==> src/rtl/mult_wb_queue.sv <==
// mult_wb_queue: in-order result queue behind the non-stalling mul/div unit.
// Every result is absorbed into a small circular buffer and drained onto a
// valid/ready writeback port. Issue is throttled against queued plus
// in-flight operations so a result can never land on a full queue.
module mult_wb_queue #(
  parameter int DEPTH         = 4,
  parameter int XLEN          = 64,
  parameter int TRANS_ID_BITS = 3,
  parameter int MAX_INFLIGHT  = 4,
  // Overflow is a hard error in normal use; a bench that provokes it on
  // purpose can switch the overflow assertion off.
  parameter bit CHK_OVF       = 1'b1
) (
  input  logic                       clk_i,
  input  logic                       rst_i,
  input  logic                       flush_i,
  input  logic                       issue_fire_i,
  output logic                       issue_ready_o,
  input  logic                       res_valid_i,
  input  logic [XLEN-1:0]            res_i,
  input  logic [TRANS_ID_BITS-1:0]   res_trans_id_i,
  output logic                       wb_valid_o,
  output logic [XLEN-1:0]            wb_result_o,
  output logic [TRANS_ID_BITS-1:0]   wb_trans_id_o,
  input  logic                       wb_ready_i,
  output logic [$clog2(DEPTH+1)-1:0] count_o,
  output logic                       overflow_o
);

  localparam int PTR_W = $clog2(DEPTH);
  localparam int CNT_W = $clog2(DEPTH+1);
  localparam int IF_W  = $clog2(MAX_INFLIGHT+1);

  logic [XLEN-1:0]          res_q [DEPTH];
  logic [TRANS_ID_BITS-1:0] id_q  [DEPTH];

  logic [PTR_W-1:0] rd_ptr, wr_ptr;
  logic [CNT_W-1:0] count;
  logic [IF_W-1:0]  inflight;
  logic             ovf;

  logic full, pop, push_req, push, ovf_evt, inc, dec;

  // Handshake decode; flush masks both incoming results and issues.
  always_comb begin
    full     = (count == CNT_W'(DEPTH));
    pop      = (count != '0) && wb_ready_i;
    push_req = res_valid_i && !flush_i;
    // A pop in the same edge frees the slot, so a full queue still accepts.
    push     = push_req && (!full || pop);
    ovf_evt  = push_req && full && !pop;
    inc      = issue_fire_i && !flush_i;
    dec      = push_req;
  end

  // Entry storage; no reset needed since validity is tracked by count.
  always_ff @(posedge clk_i) begin
    if (push) begin
      res_q[wr_ptr] <= res_i;
      id_q[wr_ptr]  <= res_trans_id_i;
    end
  end

  // Pointers, occupancy, in-flight tracking and sticky overflow.
  always_ff @(posedge clk_i or posedge rst_i) begin
    if (rst_i) begin
      rd_ptr   <= '0;
      wr_ptr   <= '0;
      count    <= '0;
      inflight <= '0;
      ovf      <= 1'b0;
    end else begin
      if (ovf_evt) ovf <= 1'b1;
      if (flush_i) begin
        rd_ptr   <= '0;
        wr_ptr   <= '0;
        count    <= '0;
        inflight <= '0;
      end else begin
        if (push) wr_ptr <= wr_ptr + PTR_W'(1);
        if (pop)  rd_ptr <= rd_ptr + PTR_W'(1);
        case ({push, pop})
          2'b10:   count <= count + CNT_W'(1);
          2'b01:   count <= count - CNT_W'(1);
          default: ;
        endcase
        if (inc && !dec && inflight != IF_W'(MAX_INFLIGHT))
          inflight <= inflight + IF_W'(1);
        else if (dec && !inc && inflight != '0)
          inflight <= inflight - IF_W'(1);
      end
    end
  end

  // Outputs come straight from registered state, no bypass from the inputs.
  always_comb begin
    wb_valid_o    = (count != '0);
    wb_result_o   = res_q[rd_ptr];
    wb_trans_id_o = id_q[rd_ptr];
    count_o       = count;
    overflow_o    = ovf;
    issue_ready_o = ((int'(count) + int'(inflight)) < DEPTH) &&
                    (int'(inflight) < MAX_INFLIGHT);
  end

  // Protocol checks: dropped results and issuing past the throttle.
  always_ff @(posedge clk_i) begin
    if (!rst_i) begin
      if (CHK_OVF)
        assert (!ovf_evt) else $error("mult_wb_queue: result dropped, queue full");
      assert (!(issue_fire_i && !issue_ready_o))
        else $error("mult_wb_queue: issue while issue_ready_o low");
    end
  end

endmodule

==> config.mk <==
export PLATFORM = sky130hd
export DESIGN_NAME = mult_wb_queue
export DESIGN_NICKNAME = d
export VERILOG_FILES = /design/src/rtl/mult_wb_queue.sv
export SDC_FILE = /design/constraint.sdc
export NUM_CORES = 1
export LEC_CHECK = 0
export ABC_AREA = 1
export CORE_ASPECT_RATIO = 0.7
export CORE_MARGIN = 2
export CORE_UTILIZATION = 45
export CTS_BUF_LIST = sky130_fd_sc_hd__clkbuf_8
export DETAILED_ROUTE_END_ITERATION = 8
export GPL_ROUTABILITY_DRIVEN = 0
export GPL_TIMING_DRIVEN = 0
export PLACE_DENSITY = 0.68
export RECOVER_POWER = 25
export SLEW_MARGIN = 30
export SYNTH_ARGS = -nofsm -noshare
export SYNTH_HDL_FRONTEND = slang
export SYNTH_SLANG_ARGS = --single-unit
==> constraint.sdc <==
create_clock -name clk_i -period 5.1 [get_ports clk_i]
set_input_delay 0.51 -clock clk_i [delete_from_list [all_inputs] [get_ports clk_i]]
set_output_delay 0.51 -clock clk_i [all_outputs]
set_load 0.1 [all_outputs]
==> results.py, run 1 <==
metrics = {
    "cts": {
        "cts_resized": 0,
        "root_buffer": "clkbuf_8",
        "cts_buffers": 43,
        "clkSinkCount": 279,
        "clockBufferDepth": 3,
        "cts_tree": "done",
        "cts_setup_buffers": 0,
        "clk-insertion-delay-late_ns": 0.54,
        "holdBufCountCts": 0,
        "clk_pin_slew_ns": 0.06,
        "h-tree-depth": 2,
    },
    "synthesis": {
        "synth_warnings": 0,
        "synth_top_area_cell": "edfxtp_1",
        "synth_edf_count": 268,
        "synthTopCellsByCount": "edfxtp_1 (268), nor2_1 (142), o21ai_0 (135)",
        "synth.avg_cell_area_um2": 14.2,
        "synth-main-ff-cell": "edfxtp_1",
        "ys_types": 29,
        "ys_seq_area_share_pct": 78.1,
        "synth_nets": 834,
        "synth_cells": 753,
        "syn_area_um2": 10700,
        "synth_top_cells_by_area": "edfxtp_1 (75%), o21ai_0 (6.3%), nor2_1 (5.0%)",
        "ys_async_sr_fraction_pct": 3.94,
        "post-synth-top-count-cell": "edfxtp_1",
        "synth_top_area_share_pct": 75.5,
        "synth-seq-cells": 279,
    },
    "power": {
        "p_per_area_nw_per_um2": 557,
        "fin_total_pwr_w": 0.00765,
        "ir_drop_v": 0.000401,
        "p_leak_nw": 4.78,
    },
    "floorplan": {
        "dieArea_um2": 25000,
        "die_y_um": 133,
        "core_um2": 23500,
        "fp-row-count": 47,
        "ios": 146,
        "start_util_pct": 45.4,
        "fp.dieW_um": 188,
    },
    "timing": {
        "drv_slew": 0,
        "hold_violations": 0,
        "clock.fmax_mhz": 265,
        "whs_ns": 0.428,
        "tightest_slew_ns": 1.02,
        "slew_headroom_pct": 32.0,
        "period_needed_ns": 3.77,
        "setup_violations": 0,
        "rsz0062_at_grt": "no",
        "skew_ns": 0.0184,
        "fin_crit_sh_pct": 73.9,
        "timing.final.ws_setup_ns": 1.33,
    },
    "grt": {
        "grtUsageMet2_pct": 28.8,
        "grt_first_pass_wirelength_um": 37400,
        "antenna_found_initial": 4,
        "grt_util_met3_pct": 4.40,
        "grt.busiest_layer": "met1",
        "grt_start_max_net_pins": 22,
        "grt_use_met1_pct": 30.0,
        "grt_pass1_vias": 6539,
        "overflow": 0,
        "grt_use_total_pct": 19.6,
    },
    "critical_path": {
        "worstPathRequired_ns": 4.59,
        "critPathLaunchType": "flop",
        "crit_path_max_fanout": 10,
        "critPathKind": "reg2out",
        "end_kind": "output port",
        "critPathArrivalTime_ns": 3.26,
    },
    "cells_and_area": {
        "layout.nets": 1038,
        "fin_util_pct": 58.6,
        "finalNonFillerCells": 1309,
        "areaGrowthSynthToFinish_pct": 28.9,
        "drive_above_1_share_pct": 10.6,
    },
    "drt": {
        "wire_per_inst_um": 19.1,
        "ant_nets": 0,
        "drt_wl_total_um": 24900,
        "drt_pass1_iterations": 5,
        "vias": 6890,
        "routed_via_density": 5.26,
        "drtIter0Drc": 486,
        "drc": 0,
    },
    "status": {
        "run_status": "complete, no violations",
    },
    "run": {
        "cap_violations": 0,
    },
    "place": {
        "place_inst": 1230,
        "dp_hpwl_um": 15800,
        "numPortBuffers": 145,
        "dpl_worst_slack_ns": 1.87,
    },
    "hold_path": {
        "hold_class": "in2async",
    },
}
[stage by stage]
stage / TNS [ns] / instance area (um2)
after global routing: 0 / 13700
after detailed placement: 0 / 12900
final: 0 / 13700
after CTS: 0 / 13700
after global placement: -492.46 / 12500
after floorplan: 0 / 10700
[power by group]
group / leakage (nW) / switching (W) / internal (W)
Sequential: 2.58 / 0.0000519 / 0.00264
Clock: 0.474 / 0.000836 / 0.000970
Combinational: 1.72 / 0.00245 / 0.000699
Total: 4.78 / 0.00334 / 0.00431
[cell usage in the layout (no fill, tap or decap), types with 8 or more instances in the layout]
master           Yosys  final
dfrtp_1             11     11
o22ai_1             67     67
nand3_1             13     13
buf_16               0     13
edfxtp_1           268    268
nor2_1             142    138
clkinv_1             0     10
inv_1               20     34
nand2_1             22     22
o21ai_0            135    135
buf_2               13     14
clkbuf_1            20     20
clkdlybuf4s50_1      0    102
clkbuf_8             0     45
buf_4                8      8
dlygate4sd3_1        0     42
[critical path, cell delays in order (launching register included)]
cell and delay [ns]:
dfrtp_1 0.48, inv_2 0.21, clkbuf_1 0.38, o21ai_0 0.18
o22ai_1 0.28, clkdlybuf4s50_1 1.20
[cell type report]
class,instances,area [um2]
inverter,23,88.8
buffer,44,228
timing repair buffer,159,1820
sequential,279,8320
antenna,3,7.51
fill,1828,9720
clock buffer,45,619
multi-input combinational,407,2050
tap,318,398
clock inverter,31,206
[final timing paths]
kind,from,slack [ns],endpoint,cells past startpoint
worst max-delay path,rd_ptr[1],1.33,wb_result_o[39],5
worst min-delay path,rst_i,0.43,inflight[2],2
worst max register to register,count_o[0],2.80,res_q[0][31],6
worst min register to register,overflow_o,0.49,overflow_o,1
max in group asynchronous,rst_i,4.34,rd_ptr[1],2
min in group clk_i,overflow_o,0.49,overflow_o,1
[state kept, by name, indices dropped and copies added, names as in the netlist]
| name | count |
|---|---|
| res_q | 256 |
| id_q | 12 |
| count_o | 3 |
| inflight | 3 |
| rd_ptr | 2 |
| wr_ptr | 2 |
| overflow_o | 1 |
[kinds of logic (layout without fill, tap and decap cells)]
group                    Yosys count  after routing  share of synthesized area (%)
adder cells (fa/ha/maj)            8              8                           1.08
XOR/XNOR                           1              1                         0.0822
buffers and inverters             67            302                           2.97
AO/OA/AOI/OAI                    211            211                           10.7
other                              0              3                              0
AND/OR/NAND/NOR                  187            187                           7.09
flip-flops                       279            279                           78.1
[metal layers]
| layer | part of all wire [%] | routed length, um |
|---|---|---|
| met4 | 1.1 | 283 |
| met2 | 44 | 10900 |
| met1 | 47 | 11600 |
| met5 | 0.11 | 27 |
| met3 | 8.2 | 2040 |
Note: power is estimated with default switching activity, not from simulation.
==> run 2, diff against run 1 <==
==> constraint.sdc (replaced) <==
create_clock -name clk_i -period 3.9 [get_ports clk_i]
set_input_delay 0.39 -clock clk_i [delete_from_list [all_inputs] [get_ports clk_i]]
set_output_delay 0.39 -clock clk_i [all_outputs]
set_load 0.1 [all_outputs]
==> results of run 2 <==
Same layout as run 1 (identical final DEF). Status: complete, no violations.
Among the figures that moved: setup slack after placement 1.87 ns -> 0.792 ns; setup slack after layout 1.33 ns -> 0.254 ns; hold slack 0.428 ns -> 0.308 ns; register-to-register setup slack 2.80 ns -> 1.60 ns; total power 0.00765 W -> 0.0100 W; worst IR drop on VDD 0.000401 V -> 0.000524 V
==> run 3, diff against run 2 <==
--- a/config.mk
+++ b/config.mk
@@ -14,7 +14,7 @@
 export GPL_ROUTABILITY_DRIVEN = 0
 export GPL_TIMING_DRIVEN = 0
 export PLACE_DENSITY = 0.68
-export RECOVER_POWER = 25
+export RECOVER_POWER = 50
 export SLEW_MARGIN = 30
 export SYNTH_ARGS = -nofsm -noshare
 export SYNTH_HDL_FRONTEND = slang
==> results.py, run 3 (synthesis gave the netlist of run 1 again) <==
metrics = {
    "status": {
        "run_status": "finished, violations left",
        "failed_checks": "capacitance limit, slew limit",
    },
    "floorplan": {
        "ios": 146,
        "fp.dieW_um": 188,
        "core_um2": 23500,
        "dieArea_um2": 25000,
        "die_y_um": 133,
        "fp-row-count": 47,
        "start_util_pct": 45.4,
    },
    "timing": {
        "drv_slew": 32,
        "fin_crit_sh_pct": 93.6,
        "hold_violations": 0,
        "skew_ns": 0.0190,
        "finalSetupTns_ns": 0,
        "period_needed_ns": 3.65,
        "clock.fmax_mhz": 274,
        "slew_headroom_pct": -8.32,
        "setup_violations": 0,
        "tightest_slew_ns": 1.62,
        "rsz0062_at_grt": "no",
    },
    "critical_path": {
        "critPathArrivalTime_ns": 3.26,
        "crit_path_max_fanout": 10,
        "reg2reg_depth": 6,
        "rrSetupSlack_ns": 0.94,
        "reg2reg_from": "count_o[0]",
        "reg2reg_to": "res_q[1][28]",
        "end_kind": "output port",
        "critPathLaunchType": "flop",
        "critPathKind": "reg2out",
        "worstPathRequired_ns": 3.51,
    },
    "cts": {
        "h-tree-depth": 2,
        "cts_resized": 0,
        "holdBufCountCts": 0,
        "clk_pin_slew_ns": 0.06,
        "cts_tree": "done",
        "clockBufferDepth": 3,
        "cts_setup_buffers": 0,
        "cts_buffers": 43,
        "clk-insertion-delay-late_ns": 0.54,
        "clkSinkCount": 279,
        "root_buffer": "clkbuf_8",
    },
    "grt": {
        "antenna_found_initial": 4,
        "grt_first_pass_wirelength_um": 37400,
        "grt_start_max_net_pins": 22,
        "overflow": 0,
        "grt_use_total_pct": 19.6,
        "grt_pass1_vias": 6539,
    },
    "power": {
        "p_per_area_nw_per_um2": 729,
        "p_leak_nw": 4.78,
        "fin_total_pwr_w": 0.00998,
        "ir_drop_v": 0.000523,
    },
    "drt": {
        "drt_pass1_iterations": 5,
        "drt_wl_total_um": 24900,
        "drtIter0Drc": 510,
        "drc": 0,
        "routed_via_density": 5.29,
        "ant_nets": 0,
        "wire_per_inst_um": 19.0,
        "vias": 6921,
    },
    "run": {
        "cap_violations": 3,
    },
    "cells_and_area": {
        "fin_util_pct": 58.4,
        "regMostFlops": "res_q",
        "areaGrowthSynthToFinish_pct": 28.5,
        "drive_above_1_share_pct": 9.92,
        "layout_commonest_cell": "edfxtp_1",
        "final_cell_mix": "edfxtp_1 (268), nor2_1 (142), o21ai_0 (136)",
        "largest_reg_flops": 256,
        "largestRegisters": "res_q (256), id_q (12)",
        "layout.nets": 1038,
    },
    "hold_path": {
        "hold_class": "in2async",
    },
    "place": {
        "numPortBuffers": 145,
        "dp_hpwl_um": 15800,
    },
}
## run 3: report_power, final
part	switching, W	internal, W	total, W
clock network	0.00109	0.00127	0.00236
registers	0.0000644	0.00345	0.00352
logic	0.00320	0.000903	0.00411
## run 3: per-stage QoR
step | std cells | worst slack [ns] | hold slack, ns | instance area (um2)
after global routing | 1307 | 0.0983 | 0.341 | 13700
after CTS | 1306 | 0.199 | 0.151 | 13700
after detailed placement | 1230 | 0.792 | 0.471 | 12900
final | 1309 | 0.248 | 0.307 | 13700
after global placement | 1216 | -3.12 | 0.489 | 12500
after floorplan | 753 | -0.833 | 0.242 | 10700
## run 3: worst max path at each step
stage | start | slack, ns | to | cells after the start
finish | rd_ptr[1] | 0.25 | wb_result_o[36] | 5
floorplan | count_o[1] | -0.83 | id_q[0][0] | 4
global placement | flush_i | -3.12 | res_q[0][31] | 6
detailed placement | rd_ptr[1] | 0.79 | wb_result_o[59] | 6
global route | rd_ptr[1] | 0.1 | wb_result_o[39] | 5
CTS | rd_ptr[1] | 0.20 | wb_result_o[59] | 6
## run 3: area by class of cell
class | count | area [um2]
antenna | 3 | 7.51
fill | 1834 | 9760
buffer | 44 | 228
tap | 318 | 398
timing repair buffer | 159 | 1820
clock buffer | 45 | 619
clock inverter | 31 | 206
sequential | 279 | 8320
inverter | 23 | 88.8
multi-input combinational | 407 | 2010
## run 3: worst max-delay path, stage by stage, from the launching register on
cell	delay, ns
dfrtp_1	0.48
inv_2	0.21
clkbuf_1	0.38
o21ai_0	0.16
o22ai_1	0.30
clkdlybuf4s50_1	1.20
## run 3: metal layers
layer | vias to the layer above | part of all wire [%] | GRT usage, %
met5 | - | 0.088 | 0
met4 | 4 | 1.1 | 4.46
met3 | 35 | 9.3 | 4.40
met2 | 303 | 44 | 28.8
met1 | 3355 | 46 | 30.0
li1 | 3224 | - | -
